### config.mk
export PLATFORM = sky130hd
export DESIGN_NAME = conv_sched_32_8_flat
export DESIGN_NICKNAME = d
export VERILOG_FILES = /design/src/rtl/conv_sched_32_8_pkg.sv /design/src/rtl/conv_sched_32_8_if.sv /design/src/rtl/conv_sched_32_8_rr_arbiter_4.sv /design/src/rtl/conv_sched_32_8.sv /design/src/flat_wrapper.sv
export SDC_FILE = /design/constraint.sdc
export NUM_CORES = 1
export LEC_CHECK = 0
export ABC_AREA = 1
export BUFFER_PORTS_ARGS = -buffer_cell sky130_fd_sc_hd__buf_2
export CAP_MARGIN = 40
export CORE_MARGIN = 5
export CORE_UTILIZATION = 45
export DETAILED_ROUTE_END_ITERATION = 8
export PLACE_DENSITY = 0.85
export SLEW_MARGIN = 40
export SYNTH_ARGS = -nofsm -noshare
export SYNTH_HDL_FRONTEND = slang
export SYNTH_HIERARCHICAL = 1
export SYNTH_SLANG_ARGS = --single-unit
### constraint.sdc
create_clock -name clk -period 2.5 [get_ports clk]
set_input_delay 0.25 -clock clk [delete_from_list [all_inputs] [get_ports clk]]
set_output_delay 0.25 -clock clk [all_outputs]
set_load 0.01 [all_outputs]
### src/rtl/conv_sched_32_8_pkg.sv
// Shared types and defaults for the 32-to-8 converter scheduler.
// Covers the FSM encoding, the lane and phase widths, and the one-hot helper.
package conv_sched_32_8_pkg;

   localparam int DEF_NUM_REQ        = 4;
   localparam int DEF_BYTES_PER_WORD = 4;
   localparam int LANE_W             = 2;
   localparam int PHASE_W            = 2;

   typedef enum logic {
      ST_IDLE = 1'b0,
      ST_SEND = 1'b1
   } state_t;

   function automatic logic [DEF_NUM_REQ-1:0] lane_onehot(input logic [LANE_W-1:0] lane);
      return DEF_NUM_REQ'(1) << lane;
   endfunction

endpackage

### src/rtl/conv_sched_32_8_if.sv
// Requester word handshake plus the registered converter-side word/phase bus.
// The slave modport is the scheduler; the master modport is the requester and converter side.
interface conv_sched_32_8_if #(
   parameter int NUM_REQ = conv_sched_32_8_pkg::DEF_NUM_REQ,
   parameter int WORD_W  = 32
);
   import conv_sched_32_8_pkg::*;

   logic [NUM_REQ-1:0]        req_valid;
   logic [NUM_REQ*WORD_W-1:0] req_data;
   logic [NUM_REQ-1:0]        req_ready;
   logic [WORD_W-1:0]         data_out;
   logic                      valid_out;
   logic [PHASE_W-1:0]        phase;
   logic [LANE_W-1:0]         lane_id;

   modport master (
      output req_valid, req_data,
      input  req_ready, data_out, valid_out, phase, lane_id
   );

   modport slave (
      input  req_valid, req_data,
      output req_ready, data_out, valid_out, phase, lane_id
   );

endinterface

### src/rtl/conv_sched_32_8_rr_arbiter_4.sv
// Combinational 4-way round-robin pick: first eligible lane at or above i_rr_ptr, modulo 4.
// Zero latency. There is no backpressure; o_grant_valid is low when no lane is eligible.
module rr_arbiter_4
   import conv_sched_32_8_pkg::*;
(
   input  logic [3:0]        i_elig,
   input  logic [LANE_W-1:0] i_rr_ptr,
   output logic [LANE_W-1:0] o_grant,
   output logic              o_grant_valid
);

   logic [LANE_W-1:0] w_idx;

   // Scan from farthest to nearest, so the lane closest to the pointer wins.
   always_comb begin
      w_idx         = '0;
      o_grant       = '0;
      o_grant_valid = 1'b0;
      for (int k = 3; k >= 0; k--) begin
         w_idx = i_rr_ptr + LANE_W'(k);
         if (i_elig[w_idx]) begin
            o_grant       = w_idx;
            o_grant_valid = 1'b1;
         end
      end
   end

endmodule

### src/rtl/conv_sched_32_8.sv
// Round-robin feed of 32-bit words into a shared 32-to-8 converter; a word accepted in cycle N is at phase 0 in N+1.
// req_ready is one-hot and is offered only when idle or at the last phase; the requester holds its word until accepted.
module conv_sched_32_8
   import conv_sched_32_8_pkg::*;
#(
   parameter int NUM_REQ        = DEF_NUM_REQ,
   parameter int WORD_W         = 32,
   parameter int BYTES_PER_WORD = DEF_BYTES_PER_WORD,
   parameter int CNT_W          = 16
)(
   input  logic               clk,
   input  logic               reset,
   input  logic               enable,
   input  logic [NUM_REQ-1:0] lane_mask,
   conv_sched_32_8_if.slave   bus,
   output logic               busy,
   output logic [CNT_W-1:0]   words_sent
);

   localparam logic [PHASE_W-1:0] LAST_PHASE = PHASE_W'(BYTES_PER_WORD - 1);

   state_t             r_state;
   state_t             w_state_nxt;
   logic [LANE_W-1:0]  r_rr_ptr;
   logic [LANE_W-1:0]  r_lane_id;
   logic [PHASE_W-1:0] r_phase;
   logic [WORD_W-1:0]  r_data;
   logic [CNT_W-1:0]   r_words;

   logic [NUM_REQ-1:0] w_elig;
   logic [NUM_REQ-1:0] w_ready;
   logic [LANE_W-1:0]  w_grant;
   logic               w_grant_vld;
   logic               w_last;
   logic               w_window;
   logic               w_accept;

   assign w_elig   = enable ? (bus.req_valid & lane_mask) : '0;
   assign w_last   = (r_state == ST_SEND) && (r_phase == LAST_PHASE);
   assign w_window = (r_state == ST_IDLE) || w_last;
   // Gating with reset keeps req_ready low for the whole reset interval.
   assign w_accept = w_window && w_grant_vld && !reset;

   rr_arbiter_4 u_arb (
      .i_elig        (w_elig),
      .i_rr_ptr      (r_rr_ptr),
      .o_grant       (w_grant),
      .o_grant_valid (w_grant_vld)
   );

   always_ff @(posedge clk or posedge reset) begin
      if (reset) begin
         r_state <= ST_IDLE;
      end else begin
         r_state <= w_state_nxt;
      end
   end

   always_comb begin
      w_state_nxt = r_state;
      if (w_accept) begin
         w_state_nxt = ST_SEND;
      end else if (w_last) begin
         w_state_nxt = ST_IDLE;
      end
   end

   always_comb begin
      w_ready = '0;
      if (w_accept) begin
         w_ready = lane_onehot(w_grant);
      end
   end

   // At the last phase, an accept restarts phase 0 at once, so back-to-back words have no bubble.
   always_ff @(posedge clk or posedge reset) begin
      if (reset) begin
         r_data    <= '0;
         r_lane_id <= '0;
         r_phase   <= '0;
         r_rr_ptr  <= '0;
      end else if (w_accept) begin
         r_data    <= bus.req_data[int'(w_grant) * WORD_W +: WORD_W];
         r_lane_id <= w_grant;
         r_phase   <= '0;
         r_rr_ptr  <= w_grant + LANE_W'(1);
      end else if (w_last) begin
         r_phase   <= '0;
      end else if (r_state == ST_SEND) begin
         r_phase   <= r_phase + PHASE_W'(1);
      end
   end

   always_ff @(posedge clk or posedge reset) begin
      if (reset) begin
         r_words <= '0;
      end else if (w_last) begin
         r_words <= r_words + CNT_W'(1);
      end
   end

   assign bus.req_ready = w_ready;
   assign bus.data_out  = r_data;
   assign bus.valid_out = (r_state == ST_SEND);
   assign bus.phase     = r_phase;
   assign bus.lane_id   = r_lane_id;
   assign busy          = (r_state == ST_SEND);
   assign words_sent    = r_words;

endmodule

### src/flat_wrapper.sv
// flat-port wrapper written by rule: the top's interface ports become plain ports
module conv_sched_32_8_flat import conv_sched_32_8_pkg::*;
#(
   parameter int NUM_REQ        = DEF_NUM_REQ,
   parameter int WORD_W         = 32,
   parameter int BYTES_PER_WORD = DEF_BYTES_PER_WORD,
   parameter int CNT_W          = 16
)
  (clk, reset, enable, lane_mask, busy, words_sent, bus_req_valid, bus_req_data, bus_req_ready, bus_data_out, bus_valid_out, bus_phase, bus_lane_id);
  conv_sched_32_8_if #(.NUM_REQ(NUM_REQ), .WORD_W(WORD_W)) bus_i ();
  input  logic clk;
  input  logic reset;
  input  logic enable;
  input  logic [NUM_REQ-1:0] lane_mask;
  output logic busy;
  output logic [CNT_W-1:0] words_sent;
  input wire logic [$bits(bus_i.req_valid)-1:0] bus_req_valid;
  input wire logic [$bits(bus_i.req_data)-1:0] bus_req_data;
  output wire logic [$bits(bus_i.req_ready)-1:0] bus_req_ready;
  output wire logic [$bits(bus_i.data_out)-1:0] bus_data_out;
  output wire logic [$bits(bus_i.valid_out)-1:0] bus_valid_out;
  output wire logic [$bits(bus_i.phase)-1:0] bus_phase;
  output wire logic [$bits(bus_i.lane_id)-1:0] bus_lane_id;
  assign bus_i.req_valid = bus_req_valid;
  assign bus_i.req_data = bus_req_data;
  assign bus_req_ready = bus_i.req_ready;
  assign bus_data_out = bus_i.data_out;
  assign bus_valid_out = bus_i.valid_out;
  assign bus_phase = bus_i.phase;
  assign bus_lane_id = bus_i.lane_id;
  conv_sched_32_8 #(.NUM_REQ(NUM_REQ), .WORD_W(WORD_W), .BYTES_PER_WORD(BYTES_PER_WORD), .CNT_W(CNT_W)) u_core (.clk(clk), .reset(reset), .enable(enable), .lane_mask(lane_mask), .bus(bus_i), .busy(busy), .words_sent(words_sent));
endmodule
==> summary.json, run 1 <==
{
  "result_of_the_run": "finished clean",
  "place.detailed.hpwl_um": 8600,
  "gpl.final_weighted_congestion": 0.889,
  "detail_route.wirelength_um": 11600,
  "worstPathBufferInverterCount": 4,
  "clock-skew-final_ps": 7.61,
  "critical_path_s_largest_stage_delay_ps": 470,
  "grt_overflow_total": 0,
  "std_cell_rows": 32,
  "post_drt_via_cell_ratio": 5.10,
  "cts_hold_buf": 0,
  "timing.fmax_ghz": 0.424,
  "insertion_delay_of_the_later_clocked_pin_in_the_worst_skew_pair_ps": 310,
  "final-max-slew-violation-count": 0,
  "finalHoldViolCount": 0,
  "die-height_um": 98.9,
  "worstReg2RegEnd": "u_core/bus.data_out[15]$_DFFE_PP0P_",
  "drive_gt1_share_pct": 37.0,
  "worst_pin_slew_ps": 659,
  "pin_count": 197,
  "critPathArrivalTime_ps": 2110,
  "peak_ir_drop_on_the_vdd_network_mv": 0.720,
  "critPathCaptureType": "output port",
  "postSynthNetCount": 660,
  "startpoint_type": "flip-flop",
  "finalCoreUtilization_pct": 62.8,
  "worstPathCellList": "buf_4, o21ai_4, nand2_1, nand3_2, nand2_1, nand2_2, nand2_4, buf_12, ha_1, inv_1, nor2_1, buf_2",
  "cpMostUsedCell": "sky130_fd_sc_hd__nand2_1",
  "max-clock-path-buffers": 2,
  "critical_path.slowest_cell": "sky130_fd_sc_hd__dfrtp_2",
  "cts.root.buffer_cell": "sky130_fd_sc_hd__clkbuf_8",
  "clkSlewWorstSetupHoldPaths_ps": 100,
  "final_antenna_net_count": 0,
  "place.port_buffers": 196,
  "slew_headroom_pct": 56.0,
  "p_per_area_nw_per_um2": 1290,
  "start_util_pct": 46.0,
  "total_power_uw": 6260,
  "cap_viol_max_count": 0,
  "fin_tns_setup_ps": 0,
  "path_depth": 12,
  "grt_use_total_pct": 22.6,
  "initial_antenna_violation_count": 2,
  "route.vias.total": 4127,
  "count_of_cell_types_in_the_netlist": 26,
  "ctsHtreeMaxLevel": 2,
  "wire_length_of_the_first_global_routing_pass_um": 18500,
  "ys.warnings.count": 6,
  "largest_net_degree_at_the_start_of_global_routing": 56,
  "drc": 0,
  "synth.avg_cell_area_um2": 6.91,
  "tritoncts": "built",
  "critical_path_required_ps": 2250,
  "cts-buffers-inserted": 5,
  "placement.setup.worst_slack_ps": 209,
  "setup.worst_path.start": "u_core/r_rr_ptr[0]$_DFFE_PP0P_",
  "drt_pass1_iterations": 5,
  "routed_wire_length_per_instance_um": 14.4,
  "mapped_cell_area_um2": 3560,
  "diodes": 0,
  "ys_seq_area_share_pct": 38.7,
  "power.static_leakage_uw": 0.00273,
  "critPathMaxFanout": 6,
  "die_area_um2": 9780,
  "initialDrtViolationCount": 177,
  "coreArea_um2": 7730,
  "fin_crit_ps": 2360,
  "syn_to_final_growth_pct": 36.4,
  "fin_ws_ps": 141,
  "finalCritPeriodShare_pct": 94.4,
  "post_synth_inst_count": 515,
  "critical_path.endpoint": "bus_req_ready[1]",
  "worst_r2r_src": "u_core/r_rr_ptr[0]$_DFFE_PP0P_",
  "timing.reg2reg.worst_path_depth": 13,
  "via_count_of_the_first_global_routing_pass": 4101,
  "finalSetupViolations": 0,
  "regToRegSetupSlack_ps": 230,
  "clkSinkCount": 55,
  "fp.dieW_um": 98.9,
  "min_path_type": "primary input to asynchronous set/reset pin",
  "critical_path_class": "flip-flop to output port",
  "yosys_register_bits": 55,
  "finish.net_count": 852,
  "cp_top_family": "buffers and inverters"
}
metrics by stage:
step / hold WS, ps / instance area, um^2 / cells
2_1_floorplan: 341 / 3560 / 515
3_3_place_gp: 460 / 4560 / 792
3_5_place_dp: 462 / 4560 / 792
4_1_cts: 150 / 4710 / 801
5_1_grt: 175 / 4850 / 810
6_report: 128 / 4850 / 810
layout by cell type, fill, tap and decap left out, drive strengths merged:
master | Yosys | final
xnor2 | 3 | 3
clkinvlp | 0 | 1
bufbuf | 0 | 1
o21ai | 69 | 69
clkbuf | 6 | 6
bufinv | 0 | 1
clkinv | 0 | 1
inv | 38 | 38
and2 | 1 | 1
buf | 23 | 212
nor2 | 91 | 91
o21bai | 1 | 1
nand2 | 163 | 163
ha | 6 | 6
nand3 | 17 | 17
o21a | 1 | 1
o22ai | 32 | 32
dfrtp | 55 | 55
nor3 | 1 | 1
xor2 | 8 | 8
area by class of cell:
class | count | area (um^2)
clock buffers | 5 | 68.8
inverters | 38 | 160
clock inverters | 3 | 46.3
repair buffers | 214 | 1180
flip-flops and latches | 55 | 1380
well taps | 102 | 128
multi-input cells | 393 | 1890
fillers | 694 | 2880
metal layers:
layer / global-route usage [%] / share of wire, % / up-vias
met1: 26.3 / 38 / 1881
met3: 5.02 / 8.1 / 22
met4: 6.93 / 1.8 / 4
li1: - / - / 2028
met5: 0 / 0.17 / -
met2: 41.1 / 52 / 192
worst min-delay path: cells and delay by family:
| kind | cells | cell delay (ps) |
|---|---|---|
| buffers and inverters | 3 | 670 |
Yosys cell counts:
cell type | instances | area share (%)
sky130_fd_sc_hd__buf_2 | 14 | 2.0
sky130_fd_sc_hd__inv_2 | 13 | 1.4
sky130_fd_sc_hd__nand2_1 | 155 | 16
sky130_fd_sc_hd__o22ai_1 | 32 | 5.6
sky130_fd_sc_hd__o21a_1 | 1 | 0.21
sky130_fd_sc_hd__nor2_1 | 85 | 9.0
sky130_fd_sc_hd__o21bai_1 | 1 | 0.21
sky130_fd_sc_hd__nand2_2 | 8 | 1.4
sky130_fd_sc_hd__xnor2_1 | 3 | 0.74
sky130_fd_sc_hd__o21ai_0 | 41 | 5.8
sky130_fd_sc_hd__nand3_1 | 16 | 2.3
sky130_fd_sc_hd__buf_4 | 1 | 0.21
sky130_fd_sc_hd__clkbuf_1 | 6 | 0.63
sky130_fd_sc_hd__nand3_2 | 1 | 0.28
sky130_fd_sc_hd__nor2_2 | 3 | 0.53
sky130_fd_sc_hd__dfrtp_1 | 55 | 39
sky130_fd_sc_hd__nor3_1 | 1 | 0.14
sky130_fd_sc_hd__and2_4 | 1 | 0.25
sky130_fd_sc_hd__o21ai_2 | 1 | 0.25
sky130_fd_sc_hd__nor2_4 | 3 | 0.95
sky130_fd_sc_hd__o21ai_1 | 27 | 3.8
sky130_fd_sc_hd__inv_4 | 2 | 0.35
sky130_fd_sc_hd__buf_6 | 8 | 2.5
sky130_fd_sc_hd__inv_1 | 23 | 2.4
sky130_fd_sc_hd__xor2_1 | 8 | 2.0
sky130_fd_sc_hd__ha_1 | 6 | 2.1
report_power, final:
part	internal [uW]	switching, uW
combinational	1670	2530
sequential	1230	243
clock	302	288
total	3200	3060
worst min path at each step:
stage	slack, ps	cells past startpoint	endpoint
2_1_floorplan	340	1	u_core/bus.data_out[0]$_DFFE_PP0P_
3_3_place_gp	460	2	u_core/bus.data_out[26]$_DFFE_PP0P_
3_5_place_dp	460	2	u_core/bus.data_out[30]$_DFFE_PP0P_
4_1_cts	150	3	u_core/bus.valid_out$_DFFE_PP0P_
5_1_grt	170	3	u_core/bus.valid_out$_DFFE_PP0P_
6_report	130	3	u_core/bus.valid_out$_DFFE_PP0P_
repair_timing:
item	4_1_cts	5_1_grt
resized for setup	1	15
setup endpoints to repair	4	5
gates cloned	1	1
endpoints found under the hold margin	0	0
pin swaps	0	3
buffers inserted	0	8
registers in the layout, summed over array words and instances, names as in the netlist:
name,flops
u_core/words_sent,16
u_core/bus.valid_out,1
u_core/r_rr_ptr,2
u_core/bus.phase,2
u_core/bus.data_out,32
u_core/bus.lane_id,2
cells by family (layout without fill, tap and decap cells):
| family | after synthesis | after routing | share of synthesized area [%] |
|---|---|---|---|
| DFF | 55 | 55 | 38.7 |
| AOI/OAI and AO/OA | 103 | 103 | 15.9 |
| and+or+nand+nor | 273 | 273 | 31.1 |
| xor gates and xnor gates | 11 | 11 | 2.71 |
| adders and majority gates | 6 | 6 | 2.11 |
| buffers and inverters | 67 | 260 | 9.50 |
No activity file was read; power rests on OpenSTA's default activity.
==> run 2: changes to the inputs <==
Settings changed: CTS_BUF_LIST set to sky130_fd_sc_hd__clkbuf_16.
==> run 2 against run 1 <==
  * Cell area rose by 1.1%
  * Clock power rose by 33%
  * Clock-buffer cell count did not move
  * Setup slack got worse by 11 ps
  * Largest power group unchanged
  * Highest routed layer unchanged
==> summary.json, run 2 (synthesis gave the netlist of run 1 again) <==
{
  "critical_path_class": "flip-flop to output port",
  "place.port_buffers": 196,
  "via_count_of_the_first_global_routing_pass": 4048,
  "clock-skew-final_ps": 7.15,
  "cts-buffers-inserted": 5,
  "critPathCaptureType": "output port",
  "start_util_pct": 46.0,
  "finish.net_count": 853,
  "drt_pass1_iterations": 5,
  "slew_headroom_pct": 55.7,
  "critical_path_s_largest_stage_delay_ps": 460,
  "total_power_uw": 6420,
  "final-max-slew-violation-count": 0,
  "wire_length_of_the_first_global_routing_pass_um": 18000,
  "routed_wire_length_per_instance_um": 14.5,
  "fp.dieW_um": 98.9,
  "critPathMaxFanout": 6,
  "std_cell_rows": 32,
  "max-clock-path-buffers": 2,
  "worst_pin_slew_ps": 665,
  "final_cell_mix": "sky130_fd_sc_hd__buf_2 (196), sky130_fd_sc_hd__nand2_1 (152), sky130_fd_sc_hd__nor2_1 (85)",
  "tritoncts": "built",
  "finalHoldViolCount": 0,
  "largest_reg_flops": 32,
  "fin_crit_ps": 2370,
  "final_antenna_net_count": 0,
  "place.detailed.hpwl_um": 8600,
  "drive_gt1_share_pct": 37.0,
  "peak_ir_drop_on_the_vdd_network_mv": 0.555,
  "worstPathCellList": "clkbuf_4, o21ai_4, nand2_2, nand3_2, nand2_1, nand2_1, nand2_4, buf_12, ha_1, inv_1, nor2_1, buf_2",
  "detail_route.wirelength_um": 11800,
  "fin_tns_setup_ps": 0,
  "initial_antenna_violation_count": 2,
  "critical_path_required_ps": 2250,
  "grt_use_total_pct": 21.8,
  "post_drt_via_cell_ratio": 5.03,
  "coreArea_um2": 7730,
  "timing.fmax_ghz": 0.422,
  "final_common_cell": "sky130_fd_sc_hd__buf_2",
  "finalHoldWorstSlack_ps": 161,
  "initialDrtViolationCount": 152,
  "drc": 0,
  "gpl.final_weighted_congestion": 0.889,
  "route.vias.total": 4079,
  "finalSetupViolations": 0,
  "critPathArrivalTime_ps": 2120,
  "cts.root.buffer_cell": "sky130_fd_sc_hd__clkbuf_16",
  "finalCritPeriodShare_pct": 94.8,
  "cpMostUsedCell": "sky130_fd_sc_hd__nand2_1",
  "largest_net_degree_at_the_start_of_global_routing": 68,
  "design_area_um2": 4900,
  "pin_count": 197,
  "diodes": 0,
  "p_per_area_nw_per_um2": 1310,
  "insertion_delay_of_the_later_clocked_pin_in_the_worst_skew_pair_ps": 290,
  "power.static_leakage_uw": 0.00276,
  "cap_viol_max_count": 0,
  "cts_hold_buf": 0,
  "result_of_the_run": "finished clean",
  "critical_path.slowest_cell": "sky130_fd_sc_hd__dfrtp_2",
  "place_area_um2": 4560,
  "clkSinkCount": 55,
  "die-height_um": 98.9,
  "die_area_um2": 9780,
  "grt_overflow_total": 0,
  "min_path_type": "primary input to asynchronous set/reset pin",
  "startpoint_type": "flip-flop",
  "ctsHtreeMaxLevel": 2,
  "syn_to_final_growth_pct": 37.8,
  "clkSlewWorstSetupHoldPaths_ps": 70
}
## run 2: path summary, 6_finish.rpt
| check | from | end | slack [ps] | cells past startpoint |
|---|---|---|---|---|
| hold / removal | reset | u_core/bus.valid_out$_DFFE_PP0P_ | 160 | 3 |
| hold reg to reg | u_core/bus.data_out[30]$_DFFE_PP0P_ | u_core/bus.data_out[30]$_DFFE_PP0P_ | 480 | 2 |
| max in group asynchronous | reset | u_core/r_rr_ptr[0]$_DFFE_PP0P_ | 1870 | 3 |
| setup reg to reg | u_core/r_rr_ptr[0]$_DFFE_PP0P_ | u_core/bus.data_out[13]$_DFFE_PP0P_ | 250 | 14 |
| setup / recovery | u_core/r_rr_ptr[0]$_DFFE_PP0P_ | bus_req_ready[1] | 130 | 12 |
| min in group clk | reset | u_core/bus.valid_out$_DFFE_PP0P_ | 320 | 4 |
## run 2: power breakdown
part           switching (uW)  leakage, uW  internal [uW]
clock                     311    0.0000804            476
sequential                242     0.000700           1230
combinational            2530      0.00198           1630
## run 2: repair_timing
| action | 4_1_cts | 5_1_grt |
|---|---|---|
| setup endpoints to repair | 3 | 5 |
| setup buffers | 0 | 9 |
| pin swaps | 0 | 3 |
| gates cloned | 0 | 2 |
| gates resized for setup | 1 | 13 |
## run 2: critical path, delay by kind of cell, from the launching register on
kind	cells	cell delay [ps]
flip-flops	1	460
AO/OA/AOI/OAI	1	180
adder cells (fa/ha/maj)	1	180
buffers and inverters	4	530
AND/OR/NAND/NOR	6	510
## run 2: routing by layer
metal  wire, um  share of wire, %  GRT usage [%]  vias to the layer above
li1           -                 -              -                     2035
met1       4580                39           25.1                     1846
met2       6050                51           40.5                      169
met3        875               7.4           4.74                       25
met4        263               2.2           6.20                        4
met5         20              0.17              0                        -
## run 2: stage by stage
| step | utilization [%] | setup WS, ps | cells |
|---|---|---|---|
| 6_report | 63.4 | 130 | 811 |
| 5_1_grt | 63.4 | -18.0 | 811 |
| 4_1_cts | 61.3 | 29.8 | 800 |
| 3_5_place_dp | 59.1 | 209 | 792 |
| 3_3_place_gp | 59.1 | 353 | 792 |
| 2_1_floorplan | - | 388 | 515 |
## run 2: final cells by class
cell class | instances | area, um^2
clock buffers | 5 | 125
clock inverters | 3 | 46.3
fillers | 688 | 2830
inverters | 38 | 158
multi-input cells | 393 | 1880
flip-flops and latches | 55 | 1380
well taps | 102 | 128
repair buffers | 215 | 1180
